===== src/rtl/data_bus_pkg.sv =====
// Shared types and defaults for the core-LSU to peripheral data bus bridge.
package data_bus_pkg;

  typedef enum logic [1:0] {IDLE, WAIT_GNT, WAIT_RVALID, RESP} bridge_state_t;

  localparam logic [31:0] ERR_RDATA_DEFAULT = 32'h0000_0000;

  typedef struct packed {
    logic        we;
    logic [3:0]  be;
    logic [31:0] addr;
    logic [31:0] wdata;
  } bus_req_t;

endpackage


===== src/rtl/bus_timeout_counter.sv =====
// Per-phase wait counter; expired flags the last allowed cycle of a wait phase.
module bus_timeout_counter #(
  parameter int TIMEOUT_CYCLES = 16
) (
  input  logic clk,
  input  logic rst,
  input  logic clear,
  input  logic enable,
  output logic expired
);

  localparam int CW = (TIMEOUT_CYCLES > 2) ? $clog2(TIMEOUT_CYCLES) : 1;
  localparam logic [CW-1:0] LAST = CW'(TIMEOUT_CYCLES - 1);

  logic [CW-1:0] count;

  always_ff @(posedge clk or negedge rst) begin
    if (!rst)        count <= '0;
    else if (clear)  count <= '0;
    else if (enable) count <= count + CW'(1);
  end

  // Count is held at zero outside wait phases and LAST >= 1, so no gating needed.
  assign expired = (count == LAST);

endmodule


===== src/rtl/data_bus_bridge.sv =====
// Single-outstanding core-LSU to peripheral bridge with per-phase timeout.
// Optional error log (err_addr/err_valid) enabled by defining BUS_ERR_LOG_EN.
module data_bus_bridge
  import data_bus_pkg::*;
#(
  parameter int          TIMEOUT_CYCLES = 16,
  parameter logic [31:0] ERR_RDATA      = ERR_RDATA_DEFAULT
) (
  input  logic        clk,
  input  logic        rst,
  input  logic        core_req,
  input  logic        core_we,
  input  logic [3:0]  core_be,
  input  logic [31:0] core_addr,
  input  logic [31:0] core_wdata,
  output logic        core_gnt,
  output logic        core_rvalid,
  output logic [31:0] core_rdata,
  output logic        core_err,
  output logic        periph_req,
  output logic        periph_we,
  output logic [3:0]  periph_be,
  output logic [31:0] periph_addr,
  output logic [31:0] periph_wdata,
  input  logic        periph_gnt,
  input  logic        periph_rvalid,
  input  logic [31:0] periph_rdata,
  output logic [31:0] err_addr,
  output logic        err_valid,
  input  logic        err_clr
);

  bridge_state_t state, state_d;
  bus_req_t      req_q;
  logic          periph_req_d;
  logic          ld_req, resp_set, resp_err;
  logic          cnt_clear, cnt_en, expired;

  bus_timeout_counter #(.TIMEOUT_CYCLES(TIMEOUT_CYCLES)) u_tmo (
    .clk     (clk),
    .rst     (rst),
    .clear   (cnt_clear),
    .enable  (cnt_en),
    .expired (expired)
  );

  always_ff @(posedge clk or negedge rst) begin
    if (!rst) state <= IDLE;
    else      state <= state_d;
  end

  always_comb begin
    state_d      = state;
    periph_req_d = periph_req;
    ld_req       = 1'b0;
    resp_set     = 1'b0;
    resp_err     = 1'b0;
    cnt_clear    = 1'b1;
    cnt_en       = 1'b0;
    case (state)
      IDLE: begin
        if (core_req) begin
          ld_req       = 1'b1;
          periph_req_d = 1'b1;
          state_d      = WAIT_GNT;
        end
      end
      WAIT_GNT: begin
        cnt_clear = 1'b0;
        cnt_en    = 1'b1;
        // Grant in the expiry cycle still counts as a normal handoff.
        if (periph_gnt) begin
          periph_req_d = 1'b0;
          cnt_clear    = 1'b1;
          state_d      = WAIT_RVALID;
        end else if (expired) begin
          periph_req_d = 1'b0;
          cnt_clear    = 1'b1;
          resp_set     = 1'b1;
          resp_err     = 1'b1;
          state_d      = RESP;
        end
      end
      WAIT_RVALID: begin
        cnt_clear = 1'b0;
        cnt_en    = 1'b1;
        if (periph_rvalid) begin
          cnt_clear = 1'b1;
          resp_set  = 1'b1;
          state_d   = RESP;
        end else if (expired) begin
          cnt_clear = 1'b1;
          resp_set  = 1'b1;
          resp_err  = 1'b1;
          state_d   = RESP;
        end
      end
      RESP:    state_d = IDLE;
      default: state_d = IDLE;
    endcase
  end

  always_ff @(posedge clk or negedge rst) begin
    if (!rst) begin
      req_q       <= '0;
      periph_req  <= 1'b0;
      core_rvalid <= 1'b0;
      core_rdata  <= '0;
      core_err    <= 1'b0;
    end else begin
      periph_req  <= periph_req_d;
      core_rvalid <= resp_set;
      if (ld_req) begin
        req_q.we    <= core_we;
        req_q.be    <= core_be;
        req_q.addr  <= core_addr;
        req_q.wdata <= core_wdata;
      end
      if (resp_set) begin
        core_err   <= resp_err;
        core_rdata <= resp_err ? ERR_RDATA : periph_rdata;
      end
    end
  end

  // Gated with reset so every output reads 0 while reset is asserted.
  assign core_gnt     = rst && (state == IDLE);
  assign periph_we    = req_q.we;
  assign periph_be    = req_q.be;
  assign periph_addr  = req_q.addr;
  assign periph_wdata = req_q.wdata;

`ifdef BUS_ERR_LOG_EN
  always_ff @(posedge clk or negedge rst) begin
    if (!rst) begin
      err_addr  <= '0;
      err_valid <= 1'b0;
    end else if (resp_set && resp_err) begin
      err_addr  <= req_q.addr;
      err_valid <= 1'b1;
    end else if (err_clr) begin
      err_valid <= 1'b0;
    end
  end
`else
  logic unused_err_clr;
  assign unused_err_clr = err_clr;
  assign err_addr       = '0;
  assign err_valid      = 1'b0;
`endif

endmodule


===== config.mk =====
export PLATFORM = sky130hd
export DESIGN_NAME = data_bus_bridge
export DESIGN_NICKNAME = d
export VERILOG_FILES = /design/src/rtl/data_bus_pkg.sv /design/src/rtl/bus_timeout_counter.sv /design/src/rtl/data_bus_bridge.sv
export SDC_FILE = /design/constraint.sdc
export NUM_CORES = 1
export LEC_CHECK = 0
export ABC_AREA = 1
export BUFFER_PORTS_ARGS = -buffer_cell sky130_fd_sc_hd__buf_2
export CORE_ASPECT_RATIO = 1.5
export CORE_UTILIZATION = 48
export CTS_BUF_LIST = sky130_fd_sc_hd__clkbuf_8
export CTS_CLUSTER_DIAMETER = 120
export DETAILED_ROUTE_END_ITERATION = 7
export GPL_ROUTABILITY_DRIVEN = 0
export PLACE_DENSITY = 0.92
export SYNTH_ARGS = -nofsm -noshare
export SYNTH_HDL_FRONTEND = slang
export SYNTH_SLANG_ARGS = --single-unit

===== constraint.sdc =====
create_clock -name clk -period 1.8 [get_ports clk]
set_input_delay 0.18 -clock clk [delete_from_list [all_inputs] [get_ports clk]]
set_output_delay 0.18 -clock clk [all_outputs]
set_load 0.02 [all_outputs]

==> reports/qor.csv <==
metric;value;unit
CTS Buffer Depth;2;
Critical Path Max Stage Delay;440;ps
P&R area growth vs syn;35.79;%
Yosys Warn Count;0;
hold crit path type;in2reg;
r2r startpoint;state[1];
I/O pins;245;
drt initial violations;184;
synthesized cell area;4985;um^2
first-pass GRT wire length;20.91;mm
number of global-route vias before repair;4500;
slowest CP cell;dfrtp_1;
max_cap viols;0;
Vias;4654;
Remaining DRCs;0;
DR WL/cell;13.79;um
Reg clk slew, reported paths;110;ps
antenna violations before repair;0;
Req. time, crit path;2060;ps
outcome;complete, no violations;
Top delay family on crit path;simple AND/OR/NAND/NOR gates;
Worst Hold End;periph_wdata[13];
share of layout cells above drive strength 1;0.3027;
reg2reg path depth;9;
Pre-Repair DR Iteration Count;4;
Final HPWL DP;8.229;mm
WHS Path Cells;3;
Yosys cell types;22;
VDD IR max;0.8358;mV
DIE AREA;10800;um^2
Final Hold Violating Endpoints;0;
Die Ht;126.8;um
H-tree depth;3;
DR vias/cell;4.768;
WHS;17.44;ps
clock sink count;110;
sequential-to-total area share from yosys stat;0.5522;
CP startpoint kind;register;
HP Start;core_wdata[13];
Remaining Overflow, GRT;0;
fmax;605.5;MHz
Worst Clk Skew;12.49;ps
syn_area_per_cell;8.350;um^2
endpoints failing setup;0;
most frequent cells in the layout;nand2_1, buf_2, dfrtp_1;
initial core utilization;0.4919;
minimum clock period;1651;ps
CTS tree;built;
Antenna diodes;0;
clock latency on the worst-skew pair;370;ps
pin count of the biggest net entering global routing;111;
max_slew headroom;0.6201;
WP buf/inv;2;
commonest non-fill, non-tap cell in the layout;nand2_1;
capture point of the worst reg-to-reg path;core_rdata[26];
CP arrival;1910;ps
setup TNS;0;ps
crit-path cells;inv_2 -> ha_2 -> nand2_2 -> nor2_4 -> inv_2 -> nand2_8 -> nand2_8 -> nand2_1 -> nand2_1;
Syn Inst Count;597;
filler instances;750;
CTS Buf Count;9;
Post-Route Utilization;0.6679;
crit path capture type;register;
worst slew pin tran;569.9;ps
Root Driver;clkbuf_8;
Routed Antenna Nets;0;
RSZ-0062 raised after global routing;no;
number of synthesized register bits;110;
drt total wl;13.46;mm
LEAKAGE;4.071;nW
Slew Viols, Final;0;
# nets final;967;
cell area power density;1631;nW/um^2
Setup CP Type;reg2reg;
FF-to-FF setup slack;150;ps
FP Rows;45;
core area;10130;um^2
Die Wd;85.21;um
Port Buffer Count;210;
GRT Util Overall;0.2489;
maximum fanout along the worst path;17;
Tcrit/Tclk final;0.9175;
## timing repair
item,CTS,global route
pin swaps,1,2
setup buffers,0,2
resized for setup,1,2
endpoints found under the setup margin,1,33
hold endpoints to repair,160,0
hold buffers,51,0
gates cloned,0,2
## cell type report
class	count	area, um^2	share of cell area
clock buffer	10	137.6	0.02033
sequential	110	2753	0.4067
inverter	44	165.2	0.02440
multi-input combinational	417	1807	0.2669
tap	117	146.4	0.02163
timing repair buffer	272	1709	0.2525
clock inverter	6	51.30	0.007579
## cell usage after synthesis
library cell / instances / area (um^2)
nand2_8: 2 / 40.04
dfrtp_1: 110 / 2753
nand2_4: 1 / 11.26
buf_6: 6 / 67.56
xnor2_1: 1 / 8.760
clkbuf_1: 9 / 33.78
conb_1: 1 / 3.750
inv_2: 2 / 7.510
a21oi_4: 1 / 16.27
nor2_1: 38 / 142.6
nand3_4: 1 / 17.52
buf_2: 9 / 45.04
o21ai_0: 2 / 10.01
ha_1: 6 / 75.07
buf_4: 36 / 270.3
a21oi_1: 2 / 10.01
xor2_1: 1 / 8.760
nor2_4: 1 / 11.26
nand2_1: 279 / 1047
nand3_1: 37 / 185.2
inv_1: 42 / 157.7
nand2_2: 10 / 62.56
## cell families after synthesis
| kind of cell | share of synthesized area |
|---|---|
| and+or+nand+nor | 0.3045 |
| adders and majority gates | 0.01506 |
| AOI/OAI and AO/OA | 0.007280 |
| DFF | 0.5522 |
| other | 0.0007523 |
| buffers and inverters | 0.1167 |
| xor gates and xnor gates | 0.003515 |
## power by group
part           leakage [nW]  switching [mW]  internal (mW)
registers              1.39           0.660           3.60
logic                  2.59            3.57           1.78
clock network        0.0996           0.865          0.567
## worst max path at each step
stage | from | to | cells after the start
2_1_floorplan | state[1] | core_err | 10
3_3_place_gp | state[1] | core_rdata[1] | 9
3_5_place_dp | state[1] | core_rdata[26] | 9
4_1_cts | state[1] | core_rdata[26] | 9
5_1_grt | state[1] | core_rdata[4] | 9
6_report | state[1] | core_rdata[26] | 9
## registers in the layout (all words and copies together) (netlist names), 2 cells and up
name and flops:
core_rdata 32, periph_addr 32, periph_be 4, periph_wdata 32, state 2, u_tmo.count 4
## layer usage
| layer | track usage | up-vias | part of all wire |
|---|---|---|---|
| met2 | 0.4445 | 250 | 0.52 |
| met1 | 0.2860 | 2134 | 0.37 |
| met4 | 0.1266 | 0 | 0.039 |
| met3 | 0.03839 | 41 | 0.069 |
| li1 | - | 2229 | - |
| met5 | 0 | - | 0 |
## stage by stage
| step | power (mW) | setup slack (ps) | cell area (um^2) | std cells |
|---|---|---|---|---|
| 2_1_floorplan | 7.555 | 279.2 | 5105 | 629 |
| 6_report | 11.04 | 148.6 | 6769 | 976 |
| 3_3_place_gp | 9.203 | 99.35 | 6021 | 905 |
| 3_5_place_dp | 9.390 | 3.553 | 6021 | 905 |
| 5_1_grt | 11.78 | 24.94 | 6769 | 976 |
| 4_1_cts | 10.93 | 12.43 | 6723 | 972 |
## tightest hold or removal path: stages
cell and delay [ps]:
buf_2 80, nand2_1 50, nand2_1 50
(Power assumes the default switching activity.)
